$ cat src/rtl/router_pkg.sv
// Shared types and constants for the 1x3 router ingress path.
// Optional payload-length checking is enabled by defining ROUTER_LEN_CHECK_EN.
package router_pkg;

  localparam int NUM_PORTS = 3;
  localparam int WIDTH     = 8;

  localparam logic [1:0] ADDR_INVALID = 2'b11;

  // Header byte layout: [7:2] payload length, [1:0] destination
  localparam int LEN_MSB  = 7;
  localparam int LEN_LSB  = 2;
  localparam int ADDR_MSB = 1;
  localparam int ADDR_LSB = 0;
  localparam int LEN_W    = LEN_MSB - LEN_LSB + 1;

  typedef enum logic [2:0] {
    ST_DECODE,
    ST_WAIT_EMPTY,
    ST_LOAD_FIRST,
    ST_LOAD_DATA,
    ST_FULL_WAIT,
    ST_FLUSH,
    ST_CHECK,
    ST_DROP
  } state_t;

endpackage

$ cat src/rtl/router_parity_chk.sv
// Running XOR parity of a packet, latched parity byte and registered check result.
// With ROUTER_LEN_CHECK_EN defined, also compares the payload byte count to the header length.
module router_parity_chk
  import router_pkg::*;
(
  input  logic             clock,
  input  logic             reset,
  input  logic             hdr_load,
  input  logic             pay_load,
  input  logic             par_load,
  input  logic             check,
  input  logic [WIDTH-1:0] data_in,
  output logic             err,
  output logic             parity_done
`ifdef ROUTER_LEN_CHECK_EN
  ,
  output logic             len_err
`endif
);

  logic [WIDTH-1:0] int_parity;
  logic [WIDTH-1:0] pkt_parity;

  always_ff @(posedge clock) begin
    if (reset) begin
      int_parity  <= '0;
      pkt_parity  <= '0;
      err         <= 1'b0;
      parity_done <= 1'b0;
    end else begin
      parity_done <= check;
      if (check)
        err <= (int_parity != pkt_parity);
      if (hdr_load)
        int_parity <= data_in;
      else if (pay_load)
        int_parity <= int_parity ^ data_in;
      if (par_load)
        pkt_parity <= data_in;
    end
  end

`ifdef ROUTER_LEN_CHECK_EN
  logic [LEN_W-1:0] pay_cnt;
  logic [LEN_W-1:0] hdr_len;

  always_ff @(posedge clock) begin
    if (reset) begin
      pay_cnt <= '0;
      hdr_len <= '0;
      len_err <= 1'b0;
    end else begin
      if (hdr_load) begin
        pay_cnt <= '0;
        hdr_len <= data_in[LEN_MSB:LEN_LSB];
      end else if (pay_load) begin
        pay_cnt <= pay_cnt + 1'b1;
      end
      if (check)
        len_err <= (pay_cnt != hdr_len);
    end
  end
`endif

endmodule

$ cat src/rtl/router_ingress_ctrl.sv
// Ingress controller of the 1x3 router: header decode, FIFO steering, backpressure, parity check.
// Define ROUTER_LEN_CHECK_EN to add the len_err output (payload length check).
module router_ingress_ctrl
  import router_pkg::*;
(
  input  logic                 clock,
  input  logic                 reset,
  input  logic                 pkt_valid,
  input  logic [WIDTH-1:0]     data_in,
  input  logic [NUM_PORTS-1:0] fifo_full,
  input  logic [NUM_PORTS-1:0] fifo_empty,
  input  logic [NUM_PORTS-1:0] soft_reset,
  output logic                 busy,
  output logic [NUM_PORTS-1:0] write_enb,
  output logic                 lfd_state,
  output logic [WIDTH-1:0]     data_out,
  output logic                 err,
  output logic                 parity_done
`ifdef ROUTER_LEN_CHECK_EN
  ,
  output logic                 len_err
`endif
);

  state_t         state, state_nxt;
  logic           pend;
  logic [1:0]     dest;

  logic [1:0]     hdr_addr;
  logic [NUM_PORTS:0] full_ext, empty_ext, srst_ext;
  logic           dest_full;
  logic           abort;
  logic           wr_state;
  logic           wr;
  logic           consume;
  logic           hdr_load;
  logic           pay_load;
  logic           par_load;
  logic           check;

  // Padding the per-port flags lets the invalid address index safely
  assign full_ext  = {1'b0, fifo_full};
  assign empty_ext = {1'b0, fifo_empty};
  assign srst_ext  = {1'b0, soft_reset};

  always_comb begin
    hdr_addr  = data_in[ADDR_MSB:ADDR_LSB];
    dest_full = full_ext[dest];
    abort     = srst_ext[dest] && (state != ST_DECODE) && (state != ST_DROP);
    wr_state  = (state == ST_LOAD_DATA) || (state == ST_FULL_WAIT) || (state == ST_FLUSH);
    wr        = pend && !dest_full && wr_state && !abort;

    write_enb = '0;
    if (wr)
      write_enb[dest] = 1'b1;

    busy = 1'b1;
    case (state)
      ST_DECODE,
      ST_DROP:      busy = 1'b0;
      ST_LOAD_DATA: busy = pend && dest_full;
      default:      busy = 1'b1;
    endcase

    lfd_state = (state == ST_LOAD_FIRST);

    consume = 1'b0;
    if (!busy) begin
      if (state == ST_DECODE)
        consume = pkt_valid;
      else if ((state == ST_LOAD_DATA) || (state == ST_DROP))
        consume = 1'b1;
    end

    hdr_load = (state == ST_DECODE) && pkt_valid && (hdr_addr != ADDR_INVALID);
    pay_load = consume && (state == ST_LOAD_DATA) && pkt_valid;
    par_load = consume && (state == ST_LOAD_DATA) && !pkt_valid;
    check    = (state == ST_CHECK) && !abort;
  end

  always_comb begin
    state_nxt = state;
    if (abort) begin
      state_nxt = ST_DROP;
    end else begin
      case (state)
        ST_DECODE: begin
          if (pkt_valid) begin
            if (hdr_addr == ADDR_INVALID)
              state_nxt = ST_DROP;
            else if (!empty_ext[hdr_addr])
              state_nxt = ST_WAIT_EMPTY;
            else
              state_nxt = ST_LOAD_FIRST;
          end
        end
        ST_WAIT_EMPTY: if (empty_ext[dest]) state_nxt = ST_LOAD_FIRST;
        ST_LOAD_FIRST: state_nxt = ST_LOAD_DATA;
        ST_LOAD_DATA: begin
          if (busy)
            state_nxt = ST_FULL_WAIT;
          else if (!pkt_valid)
            state_nxt = ST_FLUSH;
        end
        ST_FULL_WAIT:  if (wr) state_nxt = ST_LOAD_DATA;
        ST_FLUSH:      if (wr) state_nxt = ST_CHECK;
        ST_CHECK:      state_nxt = ST_DECODE;
        ST_DROP:       if (!pkt_valid) state_nxt = ST_DECODE;
        default:       state_nxt = ST_DECODE;
      endcase
    end
  end

  // Pending byte register: a fresh byte always wins over the write that drains the old one
  always_ff @(posedge clock) begin
    if (reset) begin
      state    <= ST_DECODE;
      data_out <= '0;
      pend     <= 1'b0;
      dest     <= '0;
    end else begin
      state <= state_nxt;
      if (hdr_load)
        dest <= hdr_addr;
      if (consume)
        data_out <= data_in;
      if (abort)
        pend <= 1'b0;
      else if (consume)
        pend <= 1'b1;
      else if (wr)
        pend <= 1'b0;
    end
  end

  router_parity_chk u_parity (
    .clock       (clock),
    .reset       (reset),
    .hdr_load    (hdr_load),
    .pay_load    (pay_load),
    .par_load    (par_load),
    .check       (check),
    .data_in     (data_in),
    .err         (err),
    .parity_done (parity_done)
`ifdef ROUTER_LEN_CHECK_EN
    ,
    .len_err     (len_err)
`endif
  );

endmodule

$ cat config.mk
export PLATFORM = sky130hd
export DESIGN_NAME = router_ingress_ctrl
export DESIGN_NICKNAME = d
export VERILOG_FILES = /design/src/rtl/router_pkg.sv /design/src/rtl/router_parity_chk.sv /design/src/rtl/router_ingress_ctrl.sv
export SDC_FILE = /design/constraint.sdc
export NUM_CORES = 1
export LEC_CHECK = 0
export BUFFER_PORTS_ARGS = -buffer_cell sky130_fd_sc_hd__buf_4
export CORE_ASPECT_RATIO = 0.9
export CORE_MARGIN = 10
export CORE_UTILIZATION = 54
export DETAILED_ROUTE_END_ITERATION = 7
export GPL_TIMING_DRIVEN = 0
export PLACE_DENSITY = 0.82
export SYNTH_ARGS = -nofsm -noshare
export SYNTH_HDL_FRONTEND = slang
export SYNTH_HIERARCHICAL = 1
export SYNTH_SLANG_ARGS = --single-unit
$ cat constraint.sdc
create_clock -name clock -period 2.1 [get_ports clock]
set_input_delay 0.21 -clock clock [delete_from_list [all_inputs] [get_ports clock]]
set_output_delay 0.21 -clock clock [all_outputs]
set_load 0.01 [all_outputs]
==> reports/metrics.csv, run 1 <==
metric;value;unit
startpoint_type;flip-flop;
fin_skew;0.00460;ns
core;0.00311;mm2
cts_root_buffer;clkbuf_8;
synth.ff_latch_count;32;
fin_hold_ws;0.161;ns
remaining_drc_errors;0;
place_congestion;0.890;
grt_max_degree;11;
dp.cells;287;
hold_viol;0;
critPathMaxFanout;10;
period_share;94.6;%
clock_sinks;32;
cts_tree;done;
synth_area_leader_cell;dfxtp_1;
crit-reg2reg-launch;state[1]$_SDFFE_PP0P_;
netlist_area;0.00178;mm2
via_count;1710;
max_freq;503;MHz
die_y;74.5;um
timing.setup.tns;0;ns
powerDensity;1080;mW/mm2
min_period;1.99;ns
synthArstFlopShare;0;%
slew_headroom;68.1;%
ys.warnings.count;6;
finalMaxSlewViolations;0;
worstSetupStartpoint;state[0]$_SDFFE_PP0P_;
swShare;39.1;%
die-area;0.00600;mm2
drive_above_1_share;26.0;%
rows;19;
drtIter0Drc;160;
power.share.sequential;35.5;%
worstMarginPinSlew;0.478;ns
pwr-share-comb;46.0;%
leakage;0.000891;uW
power;2390;uW
cts_buffer_depth;2;
synth_ff_type;dfxtp_1;
ys_seq_area_share;36.0;%
start_util;57.2;%
clockPowerShare;18.4;%
critPathArrivalTime;1.78;ns
grt_pass1_wl;7730;um
regArea;641;um2
numCtsBuffers;5;
synth_cell_types;46;
htree_levels;2;
drtPass1Iterations;4;
reg2reg_depth;7;
outcome;completed;
hold_path.class;input pin to flip-flop;
synthTopCellsByArea;dfxtp_1 (36%), mux2i_1 (7.9%), nand3b_1 (5.1%), a21oi_1 (4.5%), nor2_1 (4.0%);
antenna_found_initial;0;
r2r_slack;0.18;ns
synth_nets;231;
synth_edf_count;0;
hold_buffers;0;
required;1.89;ns
grt_pass1_vias;1619;
dieWidth;80.5;um
worstSetupPathType;flip-flop to output pin;
numPortBuffers;34;
nFillCells;260;
grt_use_total;16.0;%
internal_power;1460;uW
ioPinCount;35;
dpl.hpwl;3490;um
clock_latency;0.28;ns
totalWireLength;4720;um
multiInputGateArea;0.00110;mm2
critPathCaptureType;output pin;
clk_pin_slew;0.07;ns
n_antenna_cell;0;
endpoint;write_enb[1];
via_per_inst;5.78;
overflow;0;
timing.rr.end;u_parity/int_parity[1]$_SDFFE_PP0P_;
setup_viol;0;
final_nets;274;
avgSynthCellArea;8.44;um2
synth.top_cell.area_share;36.0;%
cap_violations;0;
final_antenna_net_count;0;
fin_cells;296;
syn_inst;211;
wl_per_cell;15.9;um
area_growth;25.1;%
peakVddDrop;0.562;mV
p_sw;936;uW
[power by group through the flow]
stage	registers [uW]	logic, uW	clock network [uW]
after detailed placement	849	1040	0
after global routing	868	1220	477
after global placement	845	1030	0
final	851	1100	441
after floorplan	845	724	0
after CTS	840	1060	453
[worst min-delay path by stage]
stage	start	to	cells after the start
detailed placement	reset	dest[0]$_SDFFE_PP0P_	2
global placement	reset	dest[0]$_SDFFE_PP0P_	2
CTS	reset	pend$_SDFFE_PP0P_	2
global route	reset	pend$_SDFFE_PP0P_	2
floorplan	reset	dest[0]$_SDFFE_PP0P_	1
finish	reset	pend$_SDFFE_PP0P_	2
[stage by stage]
step	worst slack, ns	area [um2]	utilization, %
floorplan	0.428	1780	-
global placement	0.0475	2090	67.1
global route	-0.0155	2230	71.5
detailed placement	0.0360	2090	67.1
CTS	0.0177	2180	70.0
finish	0.113	2230	71.5
[cells in the final DEF (no fill, tap or decap), types with 3 or more instances in the layout]
cell type	Yosys	final
a21oi_1	16	16
clkbuf_8	0	5
nor3_1	7	7
buf_4	0	36
nor2b_1	4	4
nand3b_1	12	12
a31oi_1	3	3
buf_2	7	7
mux2i_1	14	12
dfxtp_1	32	32
nand3_1	8	8
clkbuf_1	4	5
and2b_1	6	6
xor2_1	7	7
o21ai_0	7	7
nor2_1	19	18
inv_1	3	3
a211oi_1	3	3
o21ai_1	10	10
and3_1	3	3
nand2_1	13	13
[what timing repair did]
action / in CTS / in global routing
pin swaps: 0 / 2
gates resized for setup: 2 / 8
setup buffers: 0 / 2
endpoints found under the setup margin: 3 / 16
[worst max-delay path: stages, from the launching register on]
cell,delay (ns)
dfxtp_1,0.37
buf_2,0.24
and3b_1,0.30
o2111ai_2,0.21
nor3b_1,0.23
buf_4,0.15
[synth_stat cells (all sizes together), types with 4 or more instances]
master	number
nand3	8
nand3b	12
buf	9
o21ai	17
nor2b	4
a21oi	17
nor2	19
dfxtp	32
and2b	7
clkbuf	4
mux2i	14
xor2	7
nor3	8
nand2	13
[registers in the layout (all words and copies together), names as in the netlist]
register,count
u_parity/pkt_parity,8
u_parity/parity_done,1
state,3
u_parity/err,1
data_out,8
pend,1
dest,2
u_parity/int_parity,8
[layout make-up]
| cell class | count | area share, % |
|---|---|---|
| multi-input cells | 163 | 49.5 |
| flip-flops and latches | 32 | 28.8 |
| repair buffers | 36 | 12.1 |
| clock buffers | 6 | 3.26 |
| plain buffers | 13 | 3.26 |
| well taps | 42 | 2.36 |
| inverters | 3 | 0.506 |
| clock inverters | 1 | 0.225 |
[cells by family after synthesis]
family / after synthesis / synth area share, %
multiplexers: 15 / 8.50
XOR/XNOR: 8 / 3.94
buffers and inverters: 16 / 4.71
AO/OA/AOI/OAI: 54 / 19.6
AND/OR/NAND/NOR: 86 / 27.3
flip-flops: 32 / 36.0
[metal layers]
metal | routed length [um] | track usage (%) | up-vias
met4 | 28 | 4.30 | 0
li1 | - | - | 846
met1 | 2210 | 20.0 | 804
met2 | 2090 | 25.0 | 56
met3 | 402 | 6.27 | 4
met5 | 0 | 0 | -
(Power assumes the default switching activity.)
==> run 2, diff against run 1 <==
--- a/config.mk
+++ b/config.mk
@@ -5,6 +5,7 @@
 export SDC_FILE = /design/constraint.sdc
 export NUM_CORES = 1
 export LEC_CHECK = 0
+export ABC_AREA = 1
 export BUFFER_PORTS_ARGS = -buffer_cell sky130_fd_sc_hd__buf_4
 export CORE_ASPECT_RATIO = 0.9
 export CORE_MARGIN = 10
==> reports/metrics.csv, run 2 <==
metric;value;unit;change
via_count;1799;;+5.2%
synth_nets;287;;+24%
drtIter0Drc;94;;-41%
numCtsBuffers;5;;unchanged
critPathArrivalTime;1.70;ns;-0.08 ns
clockPowerShare;16.9;%;-1.5 points
fin_cells;350;;+18%
rsz0062_at_grt;no;;
yosysMostFrequentCell;nand2_1;;
ioPinCount;35;;unchanged
synth_area_leader_cell;dfxtp_1;;
period_share;91.2;%;-3.4 points
power.share.sequential;34.5;%;-1.0 points
final_common_cell;nand2_1;;
drtPass1Iterations;4;;unchanged
internal_power;1460;uW;about the same
setup_viol;0;;unchanged
fin_skew;0.00265;ns;-0.00195 ns
place_ws;-0.0994;ns;-0.135 ns
syn_inst;267;;+27%
post-cts-setup-buffer-count;0;;unchanged
leakage;0.00103;uW;+16%
reg2reg_depth;9;;+2
n_antenna_cell;0;;unchanged
drive_above_1_share;25.0;%;-0.98 points
powerDensity;1160;mW/mm2;+7.8%
die_y;74.6;um;+0.15%
worstMarginPinSlew;0.441;ns;-0.0365 ns
clock_latency;0.28;ns;about the same
regArea;641;um2;unchanged
avgSynthCellArea;6.70;um2;-21%
required;1.89;ns;about the same
antenna_found_initial;0;;unchanged
area_growth;22.5;%;
wl_per_cell;12.4;um;-22%
swShare;42.6;%;+3.4 points
synth.top_cell.area_share;35.8;%;-0.15 points
rows;19;;unchanged
final_cell_mix;nand2_1 (49), nor2_1 (48), buf_4 (35);;
final_nets;328;;+20%
numPortBuffers;34;;unchanged
ys_seq_area_share;35.8;%;-0.15 points
p_sw;1080;uW;+15%
synth_cell_types;26;;-43%
post-route-util;70.3;%;-1.2 points
grt_pass1_wl;7250;um;-6.2%
cts_resized;1;;-1
synth_edf_count;0;;unchanged
hold_buffers;0;;unchanged
cts_tree;done;;
overflow;0;;unchanged
hold_path.class;input pin to flip-flop;;
critPathCaptureType;output pin;;
cts_buffer_depth;2;;unchanged
dp.cells;343;;+20%
startpoint_type;flip-flop;;
core;0.00311;mm2;unchanged
nFillCells;267;;+2.7%
grt_pass1_vias;1645;;+1.6%
min_period;1.91;ns;-0.0721 ns
top_regs;data_out x8, u_parity/int_parity x8, u_parity/pkt_parity x8;;
place_congestion;0.843;;-5.4%
pwr-share-comb;48.6;%;+2.6 points
ys.warnings.count;6;;unchanged
die-area;0.00602;mm2;+0.32%
synth.ff_latch_count;32;;unchanged
clock_sinks;32;;unchanged
hold_viol;0;;unchanged
synthArstFlopShare;0;%;unchanged
finalMaxSlewViolations;0;;unchanged
power;2540;uW;+6.0%
synth_common_cells;nand2_1 (49), nor2_1 (48), dfxtp_1 (32), inv_1 (29);;
worstSetupPathType;flip-flop to output pin;;
final_antenna_net_count;0;;unchanged
remaining_drc_errors;0;;unchanged
peakVddDrop;0.847;mV;+51%
dieWidth;80.7;um;+0.16%
grt_max_degree;11;;unchanged
setup_slack;0.185;ns;+0.0721 ns
max_freq;522;MHz;+3.8%
totalWireLength;4340;um;-8.0%
via_per_inst;5.14;;-11%
htree_levels;2;;unchanged
clk_pin_slew;0.06;ns;about the same
synthTopCellsByArea;dfxtp_1 (36%), nand2_1 (10%), nor2_1 (10%), inv_1 (6.1%), a21oi_1 (5.9%);;
multiInputGateArea;975;um2;-12%
start_util;57.4;%;+0.24 points
cts_root_buffer;clkbuf_8;;
netlist_area;0.00179;mm2;+0.42%
critPathMaxFanout;7;;-3
holdPathStages;2;;unchanged
synth_ff_type;dfxtp_1;;
slew_headroom;70.3;%;+2.2 points
outcome;completed;;
cap_violations;0;;unchanged
dpl.hpwl;3390;um;-2.9%
grt_use_total;15.1;%;-0.83 points
run 2: cell count changes after synthesis, sizes merged, moves of 6 or more:
cell | before | now
a21oi | 17 | 23
inv | 3 | 36
buf | 9 | 3
xor2 | 7 | 0
and2b | 7 | 0
nand3 | 8 | 28
nand3b | 12 | 0
nand2 | 13 | 55
nor2 | 19 | 55
mux2i | 14 | 0
run 2: cell families after synthesis:
family          after synthesis  synth area share (%)
compound gates               45                  13.4
simple gates                146                  39.2
xor+xnor                      2                 0.980
buf+inv                      42                  10.6
flops                        32                  35.8
run 2: power groups by stage:
stage	clock network [uW]	registers [uW]	logic, uW
2_1_floorplan	0	894	851
3_3_place_gp	0	876	1200
3_5_place_dp	0	881	1220
4_1_cts	439	868	1230
5_1_grt	461	893	1380
6_report	429	874	1230
run 2: through the flow:
step / hold WS [ns] / TNS, ns / cell area [um2]
after floorplan: 0.272 / 0 / 1790
after global placement: 0.419 / -0.173 / 2100
after detailed placement: 0.420 / -0.291 / 2100
after CTS: 0.126 / 0 / 2180
after global routing: 0.129 / 0 / 2190
final: 0.131 / 0 / 2190
run 2: layer usage:
metal | vias up | wire [um] | track usage, %
met5 | - | 0 | 0
met4 | 0 | 44 | 5.18
met3 | 5 | 401 | 5.30
met2 | 68 | 1990 | 25.9
met1 | 795 | 1910 | 17.3
li1 | 931 | - | -
run 2: layout make-up:
type                       instances  area share [%]
clock buffer                       6            3.31
timing repair buffer              34            11.7
inverter                          37            6.46
multi-input combinational        193            44.5
buffer                             5            2.17
clock inverter                     1           0.229
tap                               42            2.40
sequential                        32            29.3
run 2: worst max-delay path, cell delays in order, from the launching register on:
cell and delay [ns]:
dfxtp_1 0.45, inv_2 0.11, nand3_1 0.09, nand3_2 0.12, nand2_4 0.13, inv_2 0.05, nor2_2 0.08, o21ai_2 0.09
nor3_1 0.14, buf_4 0.15
run 2: worst paths after layout:
check,from,to,slack [ns]
max,dest[0]$_SDFFE_PP0P_,write_enb[0],0.19
max reg2reg,state[1]$_SDFFE_PP0P_,u_parity/int_parity[1]$_SDFFE_PP0P_,0.30
min,reset,state[2]$_SDFFE_PP0P_,0.13
min reg2reg,pend$_SDFFE_PP0P_,pend$_SDFFE_PP0P_,0.49
